==> src/rtl/spi_reg_ctrl.sv <==
// -----------------------------------------------------------------------------
// spi_reg_ctrl
//   Register-access sequencer sitting in front of the byte-level spi engine.
//   One accepted request becomes one complete AFE frame: an address byte
//   followed by NBYTES data bytes (MSB byte first), either written or read.
//   The chip select (spiste) is held low for the whole frame by keeping at
//   least one of spi_wr_en / spi_rd_en / spi_flag asserted until the frame
//   is released.
//
//   Optional feature macro: SPI_TIMEOUT_EN (per-byte spi_done watchdog).
//   Without it, err and spi_stage_rst are tied low and a frame waits forever.
//
// Parameters
//   NBYTES   data bytes per frame, 1..4
//   GAP_CYC  div_clk cycles of spi_flag between bytes and before release, >=1
//   TMO_CYC  per-byte spi_done watchdog limit (SPI_TIMEOUT_EN only), >=20
//
// Ports
//   div_clk        in   clock (spi engine clock)
//   rst_n          in   asynchronous active-low reset
//   req            in   start a frame; only looked at while idle
//   cmd_rd         in   1 = read frame, 0 = write frame; captured with req
//   reg_addr       in   register address byte; captured with req
//   wr_data        in   write payload; captured with req
//   busy           out  high from the accept edge until ack
//   ack            out  one-cycle pulse at frame end
//   rd_data        out  read payload, valid from ack until next accepted read
//   err            out  one-cycle pulse with ack on a watchdog abort
//   spi_wr_en      out  engine wr_en
//   spi_rd_en      out  engine rd_en
//   spi_flag       out  engine flag (CS low, engine counter cleared)
//   spi_stage_rst  out  engine stage_rst
//   spi_tx_data    out  engine tx_data
//   spi_rx_data    in   engine rx_data
//   spi_done       in   engine spi_done
//
// Handshake: req is a level request sampled only in IDLE; the edge that sees
//   req=1 in IDLE accepts the frame and raises busy. Requests while busy are
//   dropped, not queued. Completion is the single-cycle ack pulse, during
//   which busy is already low; the controller then spends at least one IDLE
//   cycle with every engine control low before it can accept again.
// -----------------------------------------------------------------------------
module spi_reg_ctrl #(
    parameter int NBYTES  = 3,
    parameter int GAP_CYC = 2,
    parameter int TMO_CYC = 64
) (
    input  logic                  div_clk,
    input  logic                  rst_n,
    input  logic                  req,
    input  logic                  cmd_rd,
    input  logic [7:0]            reg_addr,
    input  logic [8*NBYTES-1:0]   wr_data,
    output logic                  busy,
    output logic                  ack,
    output logic [8*NBYTES-1:0]   rd_data,
    output logic                  err,
    output logic                  spi_wr_en,
    output logic                  spi_rd_en,
    output logic                  spi_flag,
    output logic                  spi_stage_rst,
    output logic [7:0]            spi_tx_data,
    input  logic [7:0]            spi_rx_data,
    input  logic                  spi_done
);

    localparam int IDX_W = $clog2(NBYTES + 1);
    localparam int GAP_W = $clog2(GAP_CYC + 1);

    localparam logic [IDX_W-1:0] LAST_IDX = IDX_W'(NBYTES - 1);
    localparam logic [GAP_W-1:0] GAP_LAST = GAP_W'(GAP_CYC - 1);

    if (NBYTES < 1 || NBYTES > 4 || GAP_CYC < 1 || TMO_CYC < 20) begin : g_bad_param
        $error("spi_reg_ctrl: parameter out of range");
    end

    typedef enum logic [2:0] {
        S_IDLE  = 3'd0,
        S_ADDR  = 3'd1,
        S_GAP   = 3'd2,
        S_WDATA = 3'd3,
        S_RDATA = 3'd4,
        S_HOLD  = 3'd5,
        S_DONE  = 3'd6,
        S_ABORT = 3'd7
    } state_t;

    state_t state_q, state_d;

    // Frame context captured at accept
    logic                 cmd_rd_q;
    logic [8*NBYTES-1:0]  wr_data_q;
    logic [IDX_W-1:0]     byte_idx_q;   // data byte currently on the wire / next to send
    logic [GAP_W-1:0]     gap_cnt_q;

    logic                 in_byte;      // a byte transfer is in progress on the engine
    logic                 tmo_hit;
    logic                 last_byte;
    logic                 gap_done;
    logic [7:0]           next_wr_byte;

    // Next values of the registered outputs
    logic                 busy_d;
    logic                 ack_d;
    logic                 wr_en_d;
    logic                 rd_en_d;
    logic                 flag_d;
    logic [7:0]           tx_d;

    assign in_byte   = (state_q == S_ADDR) || (state_q == S_WDATA) || (state_q == S_RDATA);
    assign last_byte = (byte_idx_q == LAST_IDX);
    assign gap_done  = (gap_cnt_q == GAP_LAST);

    // Payload byte for the current data index, MSB byte first
    always_comb begin
        next_wr_byte = 8'h00;
        for (int b = 0; b < NBYTES; b++) begin
            if (byte_idx_q == IDX_W'(b)) begin
                next_wr_byte = wr_data_q[8*(NBYTES-1-b) +: 8];
            end
        end
    end

    // ---------------------------------------------------------------------
    // State register and registered outputs
    // ---------------------------------------------------------------------
    always_ff @(posedge div_clk or negedge rst_n) begin
        if (!rst_n) begin
            state_q     <= S_IDLE;
            busy        <= 1'b0;
            ack         <= 1'b0;
            spi_wr_en   <= 1'b0;
            spi_rd_en   <= 1'b0;
            spi_flag    <= 1'b0;
            spi_tx_data <= 8'h00;
        end else begin
            state_q     <= state_d;
            busy        <= busy_d;
            ack         <= ack_d;
            spi_wr_en   <= wr_en_d;
            spi_rd_en   <= rd_en_d;
            spi_flag    <= flag_d;
            spi_tx_data <= tx_d;
        end
    end

    // ---------------------------------------------------------------------
    // Next-state logic. spi_done is only meaningful in the byte states; a
    // done arriving on the same edge as a watchdog expiry wins.
    // ---------------------------------------------------------------------
    always_comb begin
        state_d = state_q;
        case (state_q)
            S_IDLE: begin
                if (req) state_d = S_ADDR;
            end
            S_ADDR: begin
                if (spi_done)     state_d = S_GAP;
                else if (tmo_hit) state_d = S_ABORT;
            end
            S_WDATA, S_RDATA: begin
                if (spi_done)     state_d = last_byte ? S_HOLD : S_GAP;
                else if (tmo_hit) state_d = S_ABORT;
            end
            S_GAP: begin
                if (gap_done) state_d = cmd_rd_q ? S_RDATA : S_WDATA;
            end
            S_HOLD: begin
                if (gap_done) state_d = S_DONE;
            end
            S_ABORT: state_d = S_DONE;
            S_DONE:  state_d = S_IDLE;
            default: state_d = S_IDLE;
        endcase
    end

    // ---------------------------------------------------------------------
    // Output logic: outputs are registered, so they are decoded from the
    // state being entered. tx_data is only reloaded while wr_en is low
    // (in IDLE, or leaving GAP where flag has held wr_en off).
    // ---------------------------------------------------------------------
    always_comb begin
        busy_d  = (state_d != S_IDLE) && (state_d != S_DONE);
        ack_d   = (state_d == S_DONE);
        wr_en_d = (state_d == S_ADDR) || (state_d == S_WDATA);
        rd_en_d = (state_d == S_RDATA);
        flag_d  = (state_d == S_GAP) || (state_d == S_HOLD);
        tx_d    = spi_tx_data;
        if (state_q == S_IDLE && req) begin
            tx_d = reg_addr;
        end else if (state_q == S_GAP && state_d == S_WDATA) begin
            tx_d = next_wr_byte;
        end
    end

    // ---------------------------------------------------------------------
    // Frame datapath: captured request, byte index, gap counter, read data
    // ---------------------------------------------------------------------
    always_ff @(posedge div_clk or negedge rst_n) begin
        if (!rst_n) begin
            cmd_rd_q   <= 1'b0;
            wr_data_q  <= '0;
            byte_idx_q <= '0;
            gap_cnt_q  <= '0;
            rd_data    <= '0;
        end else begin
            if (state_q == S_IDLE && req) begin
                cmd_rd_q   <= cmd_rd;
                wr_data_q  <= wr_data;
                byte_idx_q <= '0;
                // A new read invalidates the previous payload up front, so an
                // aborted read leaves zeros in the bytes it never received.
                if (cmd_rd) rd_data <= '0;
            end

            if ((state_q == S_WDATA || state_q == S_RDATA) && spi_done) begin
                byte_idx_q <= byte_idx_q + IDX_W'(1);
            end

            // rx_data is cleared by flag on the next cycle; this is the only
            // edge on which the received byte is visible.
            if (state_q == S_RDATA && spi_done) begin
                for (int b = 0; b < NBYTES; b++) begin
                    if (byte_idx_q == IDX_W'(b)) begin
                        rd_data[8*(NBYTES-1-b) +: 8] <= spi_rx_data;
                    end
                end
            end

            if (state_d == state_q && (state_q == S_GAP || state_q == S_HOLD)) begin
                gap_cnt_q <= gap_cnt_q + GAP_W'(1);
            end else begin
                gap_cnt_q <= '0;
            end
        end
    end

`ifdef SPI_TIMEOUT_EN
    // ---------------------------------------------------------------------
    // Per-byte watchdog: restarts on every entry into a byte state; expiry
    // pulses stage_rst for one cycle with all other controls low, then the
    // frame ends through DONE with err alongside ack.
    // ---------------------------------------------------------------------
    localparam int TMO_W = $clog2(TMO_CYC + 1);

    logic [TMO_W-1:0] tmo_cnt_q;

    always_ff @(posedge div_clk or negedge rst_n) begin
        if (!rst_n) begin
            tmo_cnt_q <= '0;
        end else if (state_d != state_q) begin
            tmo_cnt_q <= '0;
        end else if (in_byte) begin
            tmo_cnt_q <= tmo_cnt_q + TMO_W'(1);
        end
    end

    assign tmo_hit = in_byte && (tmo_cnt_q == TMO_W'(TMO_CYC - 1));

    always_ff @(posedge div_clk or negedge rst_n) begin
        if (!rst_n) begin
            spi_stage_rst <= 1'b0;
            err           <= 1'b0;
        end else begin
            spi_stage_rst <= (state_d == S_ABORT);
            err           <= (state_q == S_ABORT);
        end
    end
`else
    assign tmo_hit       = 1'b0;
    assign spi_stage_rst = 1'b0;
    assign err           = 1'b0;
`endif

endmodule

==> config.mk <==
export PLATFORM = sky130hd
export DESIGN_NAME = spi_reg_ctrl
export DESIGN_NICKNAME = d
export VERILOG_FILES = /design/src/rtl/spi_reg_ctrl.sv
export SDC_FILE = /design/constraint.sdc
export NUM_CORES = 1
export LEC_CHECK = 0
export ABC_AREA = 1
export BUFFER_PORTS_ARGS = -buffer_cell sky130_fd_sc_hd__buf_2
export CORE_UTILIZATION = 50
export CTS_BUF_LIST = sky130_fd_sc_hd__clkbuf_2 sky130_fd_sc_hd__clkbuf_4 sky130_fd_sc_hd__clkbuf_8
export DETAILED_ROUTE_END_ITERATION = 8
export GPL_ROUTABILITY_DRIVEN = 0
export PLACE_DENSITY = 0.75
export SYNTH_ARGS = -nofsm -noshare
export SYNTH_HDL_FRONTEND = slang
export SYNTH_SLANG_ARGS = --single-unit
export TNS_END_PERCENT = 10
==> constraint.sdc <==
create_clock -name div_clk -period 2.5 [get_ports div_clk]
set_clock_uncertainty 0.2 [all_clocks]
set_input_delay 0 -clock div_clk [delete_from_list [all_inputs] [get_ports div_clk]]
set_output_delay 0 -clock div_clk [all_outputs]
set_load 0.03 [all_outputs]
Word level (Yosys, flattened, before mapping) --
Index checks and enable logic that the tools add are counted.
Storage, ports and cells: register bits after elaboration 69, input bits 45, output and inout port bits 39, logic and storage cells 70
Cells by class: add/sub/neg operators 2, eq/ne operators 18, multiplexer cells 22, reductions and logical operators 16
Operator list (count):
- two-way mux 24 bit | 3
- two-way mux 8 bit | 8
- equality test 3 bit (second input constant) | 7
- two-way mux 3 bit | 7
- one-hot mux 3 bit (7 select lines) | 1
- equality test 3 x 2 -> 1 bit (second input constant) | 4
- equality test 3 x 1 -> 1 bit (second input constant) | 2
- logical AND 1 bit | 6
- two-way mux 2 bit | 3
- adder 2 x 1 -> 2 bit (second input constant) | 2
- equality test 2 x 1 -> 1 bit (second input constant) | 2
- logical OR 1 bit | 4
- nonzero test 2 bit | 2
- equality test 3 bit | 1
- zero test 3 bit | 1
- != test 3 bit (second input constant) | 1
- nonzero test 3 bit | 1
- equality test 2 bit (second input constant) | 1
- zero test 2 bit | 1
- OR reduction 2 bit | 1

Longest topological paths before layout --
depth in word-level cells 8, depth in mapped cells 11, gate-level depth less buffers 10

Worst setup path before layout --
Ideal clock, no wire load.
path type register to register, from reg byte_idx_q[0], to reg rd_data[6], setup time 122 ps, arrival 1383 ps, data required time 2178 ps, path slack 795 ps, stages on the path, launching flop included 10, path through dfrtp_1 > inv_1 > ha_1 > buf_2 > nand2_1 > inv_1 > nand3_1 > buf_2 > nand3_1 > o21ai_1
On the way: cells in the longest elaborated chain, start to end 3
RTL lines:
- from (decl) | RTL line 93 | logic [IDX_W-1:0] byte_idx_q;
- from (signal assigned) | RTL line 217 | byte_idx_q <= byte_idx_q + IDX_W'(1);
- equality test 2 bit | RTL line 224 | if (byte_idx_q == IDX_W'(b)) begin
- two-way mux 8 bit | RTL line 224
- two-way mux 24 bit | RTL line 222 | if (state_q == S_RDATA && spi_done) begin
- to (signal, indexed assignment) | RTL line 225 | rd_data[8*(NBYTES-1-b) +: 8] <= spi_rx_data;
- to (decl) | RTL line 56 | output logic [8*NBYTES-1:0] rd_data,
Every way passes these cells. A chain may end at the register's enable or synchronous reset.

Worst setup path after layout --
from reg state_q[1], to reg wr_data_q[9]
On the way: cells in the longest elaborated chain, start to end 2
RTL lines:
- from (decl) | RTL line 88 | state_t state_q, state_d;
- from (signal assigned) | RTL line 137 | state_q <= state_d;
- zero test 3 bit | RTL line 207 | if (state_q == S_IDLE && req) begin
- logical AND 1 bit | RTL line 207
- to (signal assigned) | RTL line 209 | wr_data_q <= wr_data;
- to (decl) | RTL line 92 | logic [8*NBYTES-1:0] wr_data_q;
Every way passes these cells.

==> out/results.tsv <==
stage	metric	value	unit
run_status	status	complete, no violations	
synth	synth_area_leader_cell	dfrtp_1	
pwr	p_per_area	1200	mW/mm²
layout	fin_nets	558	
synth	async_reset_ff_share	100	%
worst_setup_path	cpMaxStageDelayCell	dlygate4sd3_1	
die	rows	28	
layout	drive_gt1_share	23.2	%
layout	synthToLayoutAreaGrowth	39.6	%
global_routing	antenna_found_initial	0	
clock_network	cts_htree_levels	3	
routing	wirelength	8360	µm
layout	seq_area	0.00173	mm²
worst_setup_path	worstSetupStartpointType	flip-flop	
global_routing	grt_usage	27.6	%
pwr	switching_share	43.0	%
min_path	hold_path.class	in2async	
global_routing	overflow	0	
synth	synthCells	366	
worst_setup_path	critical_path_required	2.58	ns
synth	synth.top_cell.area_share	54.6	%
clock_network	clock_sinks	69	
timing	worstMarginPinSlew	1.00	ns
routing	drt_iter0_drc	241	
synth	synth-seq-cells	69	
die	initial_core_util	52.5	%
worst_setup_path	crit_top_cell	nand2_1	
timing	finalSetupViolCount	0	
routing	drt-pass1-iter-count	5	
global_routing	grt_pass1_wl	13500	µm
timing	final_hold_viol_count	0	
synth	synth_edf_count	0	
clock_network	cts-root-buf	clkbuf_8	
pwr	ir_drop	0.752	mV
pwr	p_int	0.00301	W
synth	synth_xor_area_share	0	%
worst_setup_path	crit_arrival	2.34	ns
layout	fill_cells	448	
synth	synthTopCellsByCount	124 x nand2_1, 69 x dfrtp_1, 31 x nand3_1	
routing	viasPerCell	5.19	
global_routing	grt_pass1_vias	2908	
synth	synth-compound-area-share	9.82	%
worst_setup_path	r2r_cells	6	
synth	synth_fa_ha_area_share	2.38	%
synth	synthTopCellsByArea	dfrtp_1 55%, nand2_1 15%, nand3_1 4.9%	
routing	routedWlPerCell	14.2	µm
layout	final_area	0.00441	mm²
worst_setup_path	criticalPathCategory	reg2reg	
routing	drc_errors	0	
routing	via_count	3053	
timing	fmax	443	MHz
global_routing	grt_max_degree	26	
die	die_area	0.00664	mm²
clock_network	insertion_delay	0.34	ns
synth	synth_warnings	0	
clock_network	post_cts_resized	0	
pwr	switchingPower	0.00227	W
synth	synth.most_common_cell	nand2_1	
clock_network	clk_pin_slew	0.07	ns
pwr	clkPwrFrac	17.9	%
worst_setup_path	cp_max_fo	25	
place	place_area	0.00357	mm²
worst_setup_path	max_stage_delay	0.54	ns
die	die_y	81.5	µm
pwr	p_seq_share	34.4	%
worst_setup_path	cp_cell_sequence	nor2_8 > nand3_4 > inv_4 > nand2_1 > nand2_1 > dlygate4sd3_1	
run	maxCapViolCount	0	
synth	synth_top_family_by_area	simple AND/OR/NAND/NOR gates	
timing	slew_headroom	33.1	%
worst_setup_path	crit_end	wr_data_q[9]	
pwr	leakage	2.38	nW
synth	muxShareOfSynthArea	0	%
pwr	combinationalPowerShare	47.7	%
timing	rsz0062_at_grt	false	
die	die_w	81.5	µm
worst_setup_path	worstReg2RegStart	state_q[1]	
timing	setup_tns	0	ns
timing	slew_violations	0	
synth	syn_area_per_cell	8.64	µm²
worst_setup_path	rrSetupSlack	0.24	ns
clock_network	cts_buffers	9	
worst_setup_path	critPathLaunch	state_q[1]	
worst_setup_path	reg2reg_to	wr_data_q[9]	
synth	ys_seq_area_share	54.6	%
clock_network	cts_tree	yes	
routing	ant_nets	0	
place	port-buffer-count	81	
synth	syn_area	0.00316	mm²
layout	multiInputGateArea	0.00123	mm²
synth	yosys.area_share.simple	26.5	%
timing	min_period_over_period	90.4	%
place	hpwlAfterDp	4760	µm
die	coreArea	0.00603	mm²
die	ios	84	
clock_network	clockBufferDepth	2	
synth	ys_types	27	
worst_setup_path	end_kind	flip-flop	
synth	ys.flop_type	dfrtp_1	
timing	min_period	2.26	ns
[sequential cells by signal, indices dropped and copies added (netlist names)]
signal / count
spi_flag: 1
byte_idx_q: 2
ack: 1
busy: 1
spi_wr_en: 1
cmd_rd_q: 1
rd_data: 24
wr_data_q: 24
spi_rd_en: 1
spi_tx_data: 8
state_q: 3
gap_cnt_q: 2
[power groups by stage]
stage | clock network [W] | logic, W | registers (W)
4_1_cts | 0.000954 | 0.00244 | 0.00179
3_3_place_gp | 0 | 0.00207 | 0.00180
5_1_grt | 0.00101 | 0.00279 | 0.00186
6_report | 0.000944 | 0.00251 | 0.00181
3_5_place_dp | 0 | 0.00213 | 0.00181
2_1_floorplan | 0 | 0.00134 | 0.00210
[how the worst min path moves through the flow]
stage                     slack [ns]  cells past startpoint     endpoint  startpoint
final                           0.01                      3   rd_data[9]       rst_n
after global placement         -0.20                      1   rd_data[4]       rst_n
after global routing            0.05                      3   rd_data[9]       rst_n
after floorplan                -0.50                      0          ack       rst_n
after detailed placement       -0.19                      1  rd_data[12]       rst_n
after CTS                       0.01                      3   rd_data[9]       rst_n
[routing by layer]
layer	track usage, %	share of wire [%]	vias to the layer above
li1	-	-	1462
met1	34.2	43	1431
met2	43.3	48	129
met3	7.56	5.4	31
met4	16.3	3.8	0
met5	0	0	-
[layout make-up]
class                           instances  area share (%)
Multi-Input combinational cell        256            27.9
Clock inverter                          3            1.02
Timing Repair Buffer                  147            24.0
Inverter                               24            2.16
Tap cell                               75            2.13
Sequential cell                        69            39.1
Clock buffer                           13            3.63
Antenna cell                            1          0.0567
[timing repair]
item | 4_1_cts | 5_1_grt
hold buffers | 63 | 0
setup buffers | 0 | 0
endpoints found under the hold margin | 130 | 0
[cell families after synthesis]
logic type | count (synthesis)
other | 1
AND/OR/NAND/NOR | 187
buffers and inverters | 42
AO/OA/AOI/OAI | 61
flip-flops | 69
adder cells (fa/ha/maj) | 6
[metrics by stage]
stage | util [%] | std cells | worst slack (ns) | hold WS, ns | total power [W]
floorplan | - | 367 | 0.795 | -0.496 | 0.00344
global placement | 59.3 | 508 | 0.388 | -0.205 | 0.00387
detailed placement | 59.3 | 508 | 0.318 | -0.190 | 0.00394
CTS | 73.2 | 587 | 0.271 | 0.0148 | 0.00518
global route | 73.2 | 587 | 0.0604 | 0.0507 | 0.00567
finish | 73.2 | 588 | 0.240 | 0.0127 | 0.00527
[worst max-delay path: cells and delay by family, from the launching register on]
kind	cells	cell delay, ns
buffers and inverters	2	0.84
flip-flops	1	0.51
AND/OR/NAND/NOR	4	0.63
[cell usage in the layout, fill, tap and decap left out, types with 7 or more instances in the layout]
cell           count
nand2_1          124
dlygate4sd3_1     63
clkbuf_8          10
a21oi_1           10
nand3_1           31
inv_1             21
o21ai_1           28
buf_2             81
dfrtp_1           69
nor2_1            13
nand2_2            7
o21ai_0           21
Power figures use the tool's default switching activity.
